--- config.mk ---
export PLATFORM = sky130hd
export DESIGN_NAME = rst_req_ctrl
export DESIGN_NICKNAME = d
export VERILOG_FILES = /design/src/rtl/rst_req_pkg.sv /design/src/rtl/rst_req_ctrl_debounce.sv /design/src/rtl/rst_req_ctrl.sv
export SDC_FILE = /design/constraint.sdc
export NUM_CORES = 1
export LEC_CHECK = 0
export BUFFER_PORTS_ARGS = -buffer_cell sky130_fd_sc_hd__buf_4
export CORE_AREA = 2 2 49 51
export CTS_CLUSTER_SIZE = 28
export DETAILED_ROUTE_END_ITERATION = 7
export DIE_AREA = 0 0 51 53
export PLACE_DENSITY = 0.8
export SLEW_MARGIN = 30
export SYNTH_ARGS = -nofsm -noshare
export SYNTH_HDL_FRONTEND = slang
export SYNTH_HIERARCHICAL = 1
export SYNTH_SLANG_ARGS = --single-unit
--- constraint.sdc ---
create_clock -name clk_i -period 1.8 [get_ports clk_i]
set_clock_uncertainty 0.05 [all_clocks]
set_input_delay 0.18 -clock clk_i [delete_from_list [all_inputs] [get_ports clk_i]]
set_output_delay 0.18 -clock clk_i [all_outputs]
set_load 0.1 [all_outputs]
--- src/rtl/rst_req_pkg.sv ---
// Shared types and constants for the always-on reset-request controller.
// Ports: none (package). Provides the FSM state enum, the cause-bit indices
// and a small helper used to size the shared stretch/cooldown counter.
package rst_req_pkg;

  typedef enum logic [1:0] {
    IDLE     = 2'd0,
    ASSERT   = 2'd1,
    HOLD     = 2'd2,
    COOLDOWN = 2'd3
  } state_e;

  localparam int CAUSE_W    = 4;
  localparam int CAUSE_PROG = 0;
  localparam int CAUSE_BTN  = 1;
  localparam int CAUSE_SW   = 2;
  localparam int CAUSE_WDOG = 3;

  function automatic int max2(input int a, input int b);
    return (a > b) ? a : b;
  endfunction

endpackage

--- src/rtl/rst_req_ctrl_debounce.sv ---
// Push-button conditioning: 2-FF synchronizer followed by a debounce counter.
// Ports: clk_i/rst_ni (always-on), btn_n (raw async active-low pin),
//        pressed (debounced level, 1 = held down), press (1-cycle pulse on accepted press).
module rst_btn_debounce #(
  parameter int DEBOUNCE_CYCLES = 16
) (
  input  logic clk_i,
  input  logic rst_ni,
  input  logic btn_n,
  output logic pressed,
  output logic press
);

  localparam int CNT_W = $clog2(DEBOUNCE_CYCLES + 1);
  localparam logic [CNT_W-1:0] CNT_LAST = CNT_W'(DEBOUNCE_CYCLES - 1);

  logic [1:0]       sync_q;   // [1] is the synchronized pin level
  logic             level_q;  // debounced pin level, 1 = released
  logic [CNT_W-1:0] cnt_q;
  logic             press_q;

  // The counter only runs while the synchronized level disagrees with the
  // debounced level; any return to agreement reloads it, so a new level is
  // accepted only after DEBOUNCE_CYCLES uninterrupted cycles.
  always_ff @(posedge clk_i or negedge rst_ni) begin
    if (!rst_ni) begin
      sync_q  <= 2'b11;
      level_q <= 1'b1;
      cnt_q   <= '0;
      press_q <= 1'b0;
    end else begin
      sync_q  <= {sync_q[0], btn_n};
      press_q <= 1'b0;
      if (sync_q[1] == level_q) begin
        cnt_q <= '0;
      end else if (cnt_q == CNT_LAST) begin
        level_q <= sync_q[1];
        cnt_q   <= '0;
        press_q <= ~sync_q[1];
      end else begin
        cnt_q <= cnt_q + CNT_W'(1);
      end
    end
  end

  assign pressed = ~level_q;
  assign press   = press_q;

endmodule

--- src/rtl/rst_req_ctrl.sv ---
// Always-on reset-request controller feeding the reset manager's programming
// reset. Merges button, software, watchdog and boot-programmer requests into one
// registered active-low request with a minimum low width, plus a sticky cause register.
// Ports: clk_i/rst_ni (always-on), btn_rst_ni, sw_rst_req_i, wdog_bite_i,
//        boot_prog_active_i, rst_cause_clr_i -> prog_rst_no, rst_cause_o[3:0], busy_o.
// Build option: define RST_REQ_WDOG_EN to make wdog_bite_i a live request source.
module rst_req_ctrl
  import rst_req_pkg::*;
#(
  parameter int DEBOUNCE_CYCLES = 16,
  parameter int STRETCH_CYCLES  = 32,
  parameter int COOLDOWN_CYCLES = 4
) (
  input  logic               clk_i,
  input  logic               rst_ni,
  input  logic               btn_rst_ni,
  input  logic               sw_rst_req_i,
  input  logic               wdog_bite_i,
  input  logic               boot_prog_active_i,
  input  logic               rst_cause_clr_i,
  output logic               prog_rst_no,
  output logic [CAUSE_W-1:0] rst_cause_o,
  output logic               busy_o
);

  localparam int CNT_W = $clog2(max2(STRETCH_CYCLES, COOLDOWN_CYCLES) + 1);
  localparam logic [CNT_W-1:0] STRETCH_LAST = CNT_W'(STRETCH_CYCLES - 1);
  localparam logic [CNT_W-1:0] COOL_LAST    = CNT_W'(COOLDOWN_CYCLES - 1);

  state_e             state_q, state_d;
  logic [CNT_W-1:0]   cnt_q, cnt_d;
  logic               pending_q, pending_d;
  logic               prog_rst_q, prog_rst_d;
  logic [CAUSE_W-1:0] cause_q, cause_d, cause_set;
  logic               boot_q;

  logic btn_pressed, btn_press;
  logic boot_rise, wdog_req, pulse, level;

  rst_btn_debounce #(
    .DEBOUNCE_CYCLES(DEBOUNCE_CYCLES)
  ) u_btn (
    .clk_i  (clk_i),
    .rst_ni (rst_ni),
    .btn_n  (btn_rst_ni),
    .pressed(btn_pressed),
    .press  (btn_press)
  );

`ifdef RST_REQ_WDOG_EN
  assign wdog_req = wdog_bite_i;
`else
  logic unused_wdog;
  assign unused_wdog = wdog_bite_i;
  assign wdog_req    = 1'b0;
`endif

  assign boot_rise = boot_prog_active_i & ~boot_q;
  assign pulse     = sw_rst_req_i | wdog_req | btn_press | boot_rise;
  assign level     = btn_pressed | boot_prog_active_i;

  // Cause bits: a set in the same cycle as a clear survives the clear.
  always_comb begin
    cause_set             = '0;
    cause_set[CAUSE_PROG] = boot_rise;
    cause_set[CAUSE_BTN]  = btn_press;
    cause_set[CAUSE_SW]   = sw_rst_req_i;
    cause_set[CAUSE_WDOG] = wdog_req;
    cause_d = (rst_cause_clr_i ? '0 : cause_q) | cause_set;
  end

  // State register (plus the registered outputs that depend on next state).
  always_ff @(posedge clk_i or negedge rst_ni) begin
    if (!rst_ni) begin
      state_q    <= IDLE;
      cnt_q      <= '0;
      pending_q  <= 1'b0;
      prog_rst_q <= 1'b1;
      cause_q    <= '0;
      boot_q     <= 1'b0;
    end else begin
      state_q    <= state_d;
      cnt_q      <= cnt_d;
      pending_q  <= pending_d;
      prog_rst_q <= prog_rst_d;
      cause_q    <= cause_d;
      boot_q     <= boot_prog_active_i;
    end
  end

  // Next-state logic. A pulse arriving in the last cooldown cycle is treated
  // like one already pending so it is never dropped on the way back to IDLE.
  always_comb begin
    state_d = state_q;
    unique case (state_q)
      IDLE:     if (pulse) state_d = ASSERT;
      ASSERT:   if (cnt_q == STRETCH_LAST) state_d = level ? HOLD : COOLDOWN;
      HOLD:     if (!level) state_d = ASSERT;
      COOLDOWN: if (cnt_q == COOL_LAST) state_d = (pending_q | pulse) ? ASSERT : IDLE;
      default:  state_d = IDLE;
    endcase
  end

  // Output / datapath control. The counter clears on every state change and
  // only advances while a timed state is kept, which happens strictly below
  // its terminal count, so it can never wrap.
  always_comb begin
    cnt_d      = '0;
    pending_d  = 1'b0;
    prog_rst_d = ~((state_d == ASSERT) | (state_d == HOLD));
    if ((state_d == state_q) && ((state_q == ASSERT) || (state_q == COOLDOWN))) begin
      cnt_d = cnt_q + CNT_W'(1);
    end
    if ((state_q == COOLDOWN) && (state_d == COOLDOWN)) begin
      pending_d = pending_q | pulse;
    end
  end

  assign prog_rst_no = prog_rst_q;
  assign rst_cause_o = cause_q;
  assign busy_o      = (state_q != IDLE);

endmodule
==> impl_summary.txt, run 1 <==
----------------------------------------------------
[Pwr]
  Net switching power ... 0.601 mW
  Power share of the combinational group ... 0.383
  Total power after layout ... 1.51 mW
  Part of the total power dissipated in the clock network ... 0.152
  Sequential share of power ... 0.465
  Maximum VDD drop ... 0.699 mV
  Leakage dissipation ... 0.572 nW
  Internal power of the cells ... 0.907 mW
  Sw frac ... 0.398
  Pwr Density ... 1240 nW/um2

[Critical path]
  Worst endpoint data arrival time ... 1.99 ns
  Bufs and invs on worst path ... 3
  R2r endpoint ... pending_q
  Worst reg-to-reg path cell count ... 7
  FF-to-FF setup slack ... 0.03 ns
  Beginning of the worst register-to-register path ... cnt_q[0]
  Startpoint kind of the worst setup timing path ... input port
  Critical path required time ... 2.01 ns
  Crit path max fanout ... 4
  Cell chain of the critical path ... dlygate4sd3_1, buf_4, nor2b_4, or3_4, nor2_1, o32ai_2, ha_2, inv_2
  Peak per-stage delay on the critical path ... 0.53 ns
  Slowest cell on the critical path ... sky130_fd_sc_hd__dlygate4sd3_1
  Crit Path Category ... in2reg
  Type of element capturing the critical path ... register
  Top delay family on crit path ... buffers and inverters

[Global route]
  Initial antenna violation count ... 0
  Grt met3 use ... 0.0254
  Global route total overflow ... 0
  Most congested layer reported by global routing ... met2
  Wire length of the first global-routing pass ... 2830 um
  Met2 usage in global routing ... 0.251
  Largest net degree at the start of global routing ... 24
  Vias in the first global route ... 680
  GR Util met1 ... 0.170
  All-Layer GR Usage ... 0.145

[Final layout]
  Count of non-filler cells in the finished layout ... 131
  Layout filler cell count ... 181
  Layout-stage area growth over the synthesis result ... 21.5%
  N_diodes ... 0
  Final net count ... 114
  Ratio of cells with drive above 1 in the final layout ... 0.359

[Timing]
  Post-layout min period ... 1.78 ns
  Maximum operating frequency ... 561 MHz
  Final slew viol count ... 0
  Number of failing hold endpoints at the final stage ... 0
  Period Utilization, post-route ... 0.990
  Worst setup slack after layout ... 0.0180 ns
  Unrepaired setup endpoints after global routing ... true
  Count of endpoints failing setup in the final report ... 0

[Synthesis]
  Post-Syn Area per Cell ... 12.0 um2
  Synthesized instance count ... 83
  Net count after synthesis ... 93
  Number of synthesized register bits ... 23
  Netlist Area Pre-Place ... 1000 um2
  Synth cell types ... 33
  Synth warn ... 6
  Proportion of synthesized chip area in sequential cells ... 0.581

[Clocking]
  Worst-Skew Late Latency ... 0.30 ns
  Number of H-tree branching levels ... 1
  Post-CTS clock slew at the launch and capture registers of the worst setup and hold paths ... 0.12 ns
  Clock tree from TritonCTS ... built
  CTS max path bufs ... 2
  Number of clock sinks ... 23
  Clock tree root driver cell ... sky130_fd_sc_hd__clkbuf_4
  Clock buffers created by TritonCTS ... 3

[Placement]
  RePlAce Congestion ... 0.869
  HPWL after detailed placement ... 1180 um
  Number of placed instances, taps included ... 122
  Placement Setup Slack ... -0.0365 ns
  Number of buffers inserted by port buffering ... 10

[Drt]
  Vias per std cell ... 5.18
  DRC violation count after routing ... 0
  Wirelength per Cell ... 12.3 um
  Router iterations before antenna repair ... 4
  Total number of vias ... 678
  Routed wire length ... 1610 um
  Antenna Nets Post-Route ... 0
  Number of design-rule violations left by the first detailed-router iteration ... 8

[Floorplan]
  X dimension of the die ... 51 um
  Core area ... 2150 um2
  Boundary Pins ... 13
  Initial cell density of the core ... 0.465
  Cell Rows ... 17
  Total die area ... 2700 um2
  Die span in y ... 53 um

[Hold path]
  Hold Crit Start ... sw_rst_req_i
  Min-Delay Path Depth ... 2
  Path category of the worst min-delay check ... in2reg
  Worst hold endpoint ... rst_cause_o[2]

[Run status]
  Run status ... complete, no violations

[Job]
  Max-capacitance violation count ... 0

----------------------------------------------------
-- logic make-up (layout without fill, tap and decap cells) --
logic type                 Yosys count  in the layout  share of synthesized area
muxes                                1              1                     0.0113
adders and majority gates            3              3                     0.0376
buffers and inverters                6             26                     0.0263
other                                1              1                    0.00375
AOI/OAI and AO/OA                   10             10                     0.0926
and+or+nand+nor                     32             32                      0.187
DFF                                 23             23                      0.581
xor gates and xnor gates             7              7                     0.0613
-- final cells by class --
| type | instances | area (um2) | share of cell area |
|---|---|---|---|
| repair buffers | 17 | 135 | 0.111 |
| multi-input cells | 54 | 419 | 0.345 |
| well taps | 28 | 35.0 | 0.0288 |
| clock buffers | 4 | 26.3 | 0.0216 |
| inverters | 5 | 18.8 | 0.0154 |
| flip-flops and latches | 23 | 581 | 0.478 |
-- synth_stat cells --
cell                       number  area [um2]
sky130_fd_sc_hd__ha_1           3        37.5
sky130_fd_sc_hd__nand3_2        1        10.0
sky130_fd_sc_hd__or2_2          1        6.26
sky130_fd_sc_hd__o2111a_1       1        11.3
sky130_fd_sc_hd__a21o_1         2        15.0
sky130_fd_sc_hd__o311ai_0       1        8.76
sky130_fd_sc_hd__nand3_1        4        20.0
sky130_fd_sc_hd__dfrtp_1       19         475
sky130_fd_sc_hd__and3_2         1        7.51
sky130_fd_sc_hd__o21ai_2        1        8.76
sky130_fd_sc_hd__and4b_1        1        10.0
sky130_fd_sc_hd__inv_1          5        18.8
sky130_fd_sc_hd__nand4b_1       2        17.5
sky130_fd_sc_hd__o32ai_1        1        8.76
sky130_fd_sc_hd__dfstp_2        4         105
sky130_fd_sc_hd__nor3_2         1        10.0
sky130_fd_sc_hd__o21ai_0        1        5.00
sky130_fd_sc_hd__nor2b_4        1        13.8
sky130_fd_sc_hd__conb_1         1        3.75
sky130_fd_sc_hd__xnor2_1        2        17.5
sky130_fd_sc_hd__xor2_1         5        43.8
sky130_fd_sc_hd__mux2_1         1        11.3
sky130_fd_sc_hd__nor2_1        13        48.8
sky130_fd_sc_hd__o211ai_4       1        21.3
sky130_fd_sc_hd__o21ai_1        1        5.00
sky130_fd_sc_hd__buf_4          1        7.51
sky130_fd_sc_hd__a21o_2         1        8.76
sky130_fd_sc_hd__nor3_1         1        5.00
sky130_fd_sc_hd__nor2_2         1        6.26
sky130_fd_sc_hd__and2_1         1        6.26
sky130_fd_sc_hd__or3_4          1        11.3
sky130_fd_sc_hd__nor4_1         1        6.26
sky130_fd_sc_hd__nand2_1        2        7.51
-- stage by stage --
step | utilization | area, um2 | hold slack, ns | TNS [ns]
after floorplan | - | 1000 | -0.166 | 0
after CTS | 0.551 | 1180 | 0.0104 | 0
after global routing | 0.566 | 1210 | 0.00602 | -0.0877
after detailed placement | 0.520 | 1120 | 0.0346 | -0.0484
final | 0.566 | 1210 | 0.0176 | 0
after global placement | 0.520 | 1120 | 0.0290 | 0
-- placed cells by master, fill, tap and decap left out, drive strengths merged --
cell type / n
and3: 1
nand2: 2
o311ai: 1
or3: 1
dfstp: 4
nor2: 14
nor4: 1
or2: 1
and4b: 1
conb: 1
o2111a: 1
nand4b: 2
o21ai: 3
nor2b: 1
xor2: 5
dfrtp: 19
mux2: 1
xnor2: 2
and2: 1
dlygate4sd3: 3
a21o: 3
buf: 14
o211ai: 1
ha: 3
clkbuf: 4
nor3: 2
o32ai: 1
inv: 5
nand3: 5
-- power by group through the flow --
stage / Combinational, mW / Sequential, mW / Clock, mW
global route: 0.629 / 0.716 / 0.261
floorplan: 0.284 / 0.798 / 0
detailed placement: 0.513 / 0.707 / 0
finish: 0.578 / 0.702 / 0.229
global placement: 0.497 / 0.699 / 0
CTS: 0.535 / 0.698 / 0.238
-- repair_timing --
item / in CTS / in global routing
setup endpoints to repair: 2 / 2
hold buffers: 3 / 0
gates resized for setup: 2 / 5
endpoints found under the hold margin: 25 / 0
pin swaps: 2 / 5
buffers inserted: 0 / 2
-- worst register-to-register path, cell delays in order, from the launching register on --
cell                       delay (ns)
sky130_fd_sc_hd__dfrtp_1         0.42
sky130_fd_sc_hd__ha_2            0.19
sky130_fd_sc_hd__and4b_1         0.23
sky130_fd_sc_hd__nand3_2         0.10
sky130_fd_sc_hd__nor2_2          0.04
sky130_fd_sc_hd__o32ai_2         0.30
sky130_fd_sc_hd__ha_2            0.23
sky130_fd_sc_hd__o2111a_1        0.16
-- how the worst max path moves through the flow --
stage	endpoint	cells past startpoint	startpoint
detailed placement	pending_q	7	cnt_q[0]
global route	pending_q	7	cnt_q[0]
global placement	pending_q	7	cnt_q[0]
CTS	pending_q	7	cnt_q[0]
floorplan	pending_q	7	cnt_q[0]
finish	prog_rst_no	8	boot_prog_active_i
-- routing by layer --
layer	part of all wire	wire length, um
met1	0.43	700
met2	0.53	847
met3	0.029	46
met4	0.0099	16
met5	0	0
-- registers in the layout, summed over array words and instances, names as in the netlist --
name / count
rst_cause_o: 3
cnt_q: 6
boot_q: 1
prog_rst_no: 1
pending_q: 1
state_q: 2
u_btn/cnt_q: 5
u_btn/press: 1
u_btn/sync_q: 2
u_btn/level_q: 1
(Power assumes the default switching activity.)
==> run 2: changes to the inputs <==
--- a/config.mk
+++ b/config.mk
@@ -5,12 +5,15 @@
 export SDC_FILE = /design/constraint.sdc
 export NUM_CORES = 1
 export LEC_CHECK = 0
+export ABC_AREA = 1
 export BUFFER_PORTS_ARGS = -buffer_cell sky130_fd_sc_hd__buf_4
-export CORE_AREA = 2 2 49 51
+export CORE_AREA = 2 2 50 52
+export CTS_CLUSTER_DIAMETER = 60
 export CTS_CLUSTER_SIZE = 28
 export DETAILED_ROUTE_END_ITERATION = 7
-export DIE_AREA = 0 0 51 53
-export PLACE_DENSITY = 0.8
+export DIE_AREA = 0 0 52 54
+export PLACE_DENSITY = 0.79
+export SKIP_LAST_GASP = 1
 export SLEW_MARGIN = 30
 export SYNTH_ARGS = -nofsm -noshare
 export SYNTH_HDL_FRONTEND = slang
==> impl_summary.txt, run 2 <==
----------------------------------------------------
[Placement]
  Cell Area, Placed ... 1140 um2 (+2.4%)
  RePlAce Congestion ... 0.832 (-4.3%)
  Number of placed instances, taps included ... 159 (+30%)
  Number of buffers inserted by port buffering ... 10 (unchanged)
  HPWL after detailed placement ... 1350 um (+15%)

[Clocking]
  Worst-Skew Late Latency ... 0.32 ns (+0.02 ns)
  CTS max path bufs ... 2 (unchanged)
  Clock tree from TritonCTS ... built
  Number of H-tree branching levels ... 1 (unchanged)
  Number of clock sinks ... 23 (unchanged)
  Clock tree root driver cell ... sky130_fd_sc_hd__clkbuf_4
  Post-CTS clock slew at the launch and capture registers of the worst setup and hold paths ... 0.14 ns (+0.02 ns)
  Clock buffers created by TritonCTS ... 3 (unchanged)

[Run status]
  Run status ... complete, no violations

[Timing]
  Unrepaired setup endpoints after global routing ... false
  Final TNS setup ... 0 ns (unchanged)
  Number of failing hold endpoints at the final stage ... 0 (unchanged)
  Post-layout min period ... 1.64 ns (-0.139 ns)
  Maximum operating frequency ... 609 MHz (+8.5%)
  Final slew viol count ... 0 (unchanged)
  Period Utilization, post-route ... 0.913 (-0.0774)
  Count of endpoints failing setup in the final report ... 0 (unchanged)

[Drt]
  DRC violation count after routing ... 0 (unchanged)
  Wirelength per Cell ... 11.5 um (-6.6%)
  Router iterations before antenna repair ... 4 (unchanged)
  Antenna Nets Post-Route ... 0 (unchanged)
  Number of design-rule violations left by the first detailed-router iteration ... 11 (+3)
  Routed wire length ... 1940 um (+20%)
  Vias per std cell ... 4.63 (-10%)
  Total number of vias ... 783 (+15%)

[Global route]
  Largest net degree at the start of global routing ... 24 (unchanged)
  All-Layer GR Usage ... 0.164 (+0.0195)
  Vias in the first global route ... 762 (+12%)
  Wire length of the first global-routing pass ... 3210 um (+13%)
  Global route total overflow ... 0 (unchanged)
  Initial antenna violation count ... 0 (unchanged)

[Job]
  Max-capacitance violation count ... 0 (unchanged)

[Critical path]
  Most common cell on crit path ... sky130_fd_sc_hd__inv_1
  Crit path max fanout ... 3 (-1)
  Cell chain of the critical path ... inv_1, or2_4, nand2_2, nand2_1, nand3_1, nor2_1, nor2_2, ha_2, inv_1
  Slowest cell on the critical path ... sky130_fd_sc_hd__dfstp_2
  Bufs and invs on worst path ... 2 (-1)
  Crit Path Category ... reg2reg
  Top delay family on crit path ... simple AND/OR/NAND/NOR gates
  Startpoint kind of the worst setup timing path ... register
  Type of element capturing the critical path ... register
  Critical path required time ... 2.03 ns (+0.02 ns)
  Peak per-stage delay on the critical path ... 0.56 ns (+0.03 ns)
  Worst endpoint data arrival time ... 1.87 ns (-0.12 ns)

[Final layout]
  Layout filler cell count ... 214 (+18%)
  Commonest non-fill, non-tap cell in the layout ... sky130_fd_sc_hd__nand2_1
  Ratio of cells with drive above 1 in the final layout ... 0.194 (-0.165)
  Area taken by flip-flops and latches ... 581 um2 (unchanged)
  Count of non-filler cells in the finished layout ... 169 (+29%)
  N_diodes ... 0 (unchanged)
  Highest-count cells in the layout ignoring fill and taps ... sky130_fd_sc_hd__nand2_1, sky130_fd_sc_hd__nor2_1, sky130_fd_sc_hd__inv_1, sky130_fd_sc_hd__dfrtp_1, sky130_fd_sc_hd__buf_4
  Final instance area ... 1240 um2 (+2.0%)
  Layout-stage area growth over the synthesis result ... 19.3%
  Area used by multi-input combinational logic ... 382 um2 (-9.0%)
  Final net count ... 150 (+32%)
  Utilization after layout ... 0.534 (-0.0315)
  Number of flip-flops under the largest register name ... 6 (unchanged)
  Largest reg by FF count ... cnt_q

[Synthesis]
  Cell accounting for the most synthesized area ... sky130_fd_sc_hd__dfrtp_1
  Proportion of synthesized chip area in sequential cells ... 0.559 (-0.0217)
  Number of enable-type register cells in the synthesized netlist ... 0 (unchanged)
  Netlist Area Pre-Place ... 1040 um2 (+3.9%)
  Area share of the leading cell type in the synthesized netlist ... 0.458 (-0.0178)
  Synthesized instance count ... 120 (+45%)
  Synth warn ... 6 (unchanged)
  Cell with the most instances after synthesis ... sky130_fd_sc_hd__nand2_1
  List of most frequent post-synthesis cells ... sky130_fd_sc_hd__nand2_1, sky130_fd_sc_hd__nor2_1, sky130_fd_sc_hd__inv_1, sky130_fd_sc_hd__dfrtp_1, sky130_fd_sc_hd__nand3_1
  Post-Syn Area per Cell ... 8.65 um2 (-28%)
  Net count after synthesis ... 130 (+40%)
  Synth cell types ... 19 (-42%)
  Top cells by area in the synthesized netlist ... sky130_fd_sc_hd__dfrtp_1, sky130_fd_sc_hd__dfstp_2, sky130_fd_sc_hd__nand2_1
  Post-synthesis async set-or-reset flop share ... 1.00 (unchanged)
  Primary FF master, synth ... sky130_fd_sc_hd__dfrtp_1
  Number of synthesized register bits ... 23 (unchanged)

[Pwr]
  Power share of the combinational group ... 0.407 (+0.024)
  Net switching power ... 0.658 mW (+9.5%)
  Leakage dissipation ... 0.621 nW (+8.6%)
  Maximum VDD drop ... 0.767 mV (+9.6%)
  Sw frac ... 0.430 (+0.0314)
  Pwr Density ... 1240 nW/um2 (-0.46%)
  Sequential share of power ... 0.430 (-0.035)
  Part of the total power dissipated in the clock network ... 0.163 (+0.011)
  Internal power of the cells ... 0.873 mW (-3.8%)

[Floorplan]
  Initial cell density of the core ... 0.448 (-0.0177)
  Boundary Pins ... 13 (unchanged)
  Cell Rows ... 18 (+1)
  Core area ... 2320 um2 (+8.0%)
  Total die area ... 2810 um2 (+3.9%)
  Die span in y ... 54 um (+1.9%)
  X dimension of the die ... 52 um (+2.0%)

[Hold path]
  Path category of the worst min-delay check ... in2reg

----------------------------------------------------
[run 2: cell types whose count changed after synthesis, moves of 4 or more]
cell                      delta
sky130_fd_sc_hd__nand2_1    +23
sky130_fd_sc_hd__inv_1      +15
sky130_fd_sc_hd__nor2_1      +9
sky130_fd_sc_hd__nand3_1     +6
sky130_fd_sc_hd__xor2_1      -4
[run 2: area by class of cell]
cell class | instances | area share
Tap cell | 30 | 0.0303
Multi-Input combinational cell | 75 | 0.308
Timing Repair Buffer | 16 | 0.105
Sequential cell | 23 | 0.469
Clock buffer | 3 | 0.0182
Inverter | 21 | 0.0636
Clock inverter | 1 | 0.00606
[run 2: cell families (layout without fill, tap and decap cells)]
kind of cell,Yosys count,count (layout),share of synthesized area
other,1,1,0.00361
XOR/XNOR,3,3,0.0253
AND/OR/NAND/NOR,63,63,0.259
flip-flops,23,23,0.559
adder cells (fa/ha/maj),3,3,0.0361
AO/OA/AOI/OAI,5,5,0.0337
buffers and inverters,22,41,0.0831
[run 2: final timing paths]
path | from | endpoint | slack (ns) | cells past startpoint
min in group asynchronous | rst_ni | state_q[0] | 0.21 | 2
worst min-delay path | sw_rst_req_i | rst_cause_o[2] | 0.02 | 2
worst max-delay path | u_btn/level_q | prog_rst_no | 0.16 | 9
worst min register to register | u_btn/sync_q[0] | u_btn/sync_q[1] | 0.32 | 0
max in group asynchronous | rst_ni | u_btn/level_q | 1.20 | 2
worst max register to register | u_btn/level_q | prog_rst_no | 0.16 | 9
[run 2: timing repair]
item / in CTS / in global routing
hold buffers: 4 / 0
endpoints found under the setup margin: 0 / 2
buffers inserted: 0 / 2
endpoints found under the hold margin: 28 / 0
gates resized for setup: 0 / 4
[run 2: metal layers]
metal,vias to the layer above,GRT usage,routed length (um)
met5,-,0,0
met4,0,0.0482,13
met3,2,0.0611,68
met2,14,0.325,1080
met1,366,0.157,777
li1,401,-,-
[run 2: power groups by stage]
stage	combinational (mW)	sequential (mW)	clock [mW]
6_report	0.622	0.658	0.250
5_1_grt	0.683	0.665	0.279
4_1_cts	0.564	0.661	0.259
3_5_place_dp	0.550	0.669	0
3_3_place_gp	0.538	0.664	0
2_1_floorplan	0.337	0.762	0
[run 2: per-stage QoR]
step | worst slack, ns | hold WS [ns] | total power [mW]
floorplan | 0.0146 | -0.166 | 1.10
global placement | 0.195 | 0.0291 | 1.20
detailed placement | 0.134 | 0.0356 | 1.22
CTS | 0.0884 | 0.00656 | 1.48
global route | 0.0109 | 0.0146 | 1.63
finish | 0.157 | 0.0178 | 1.53
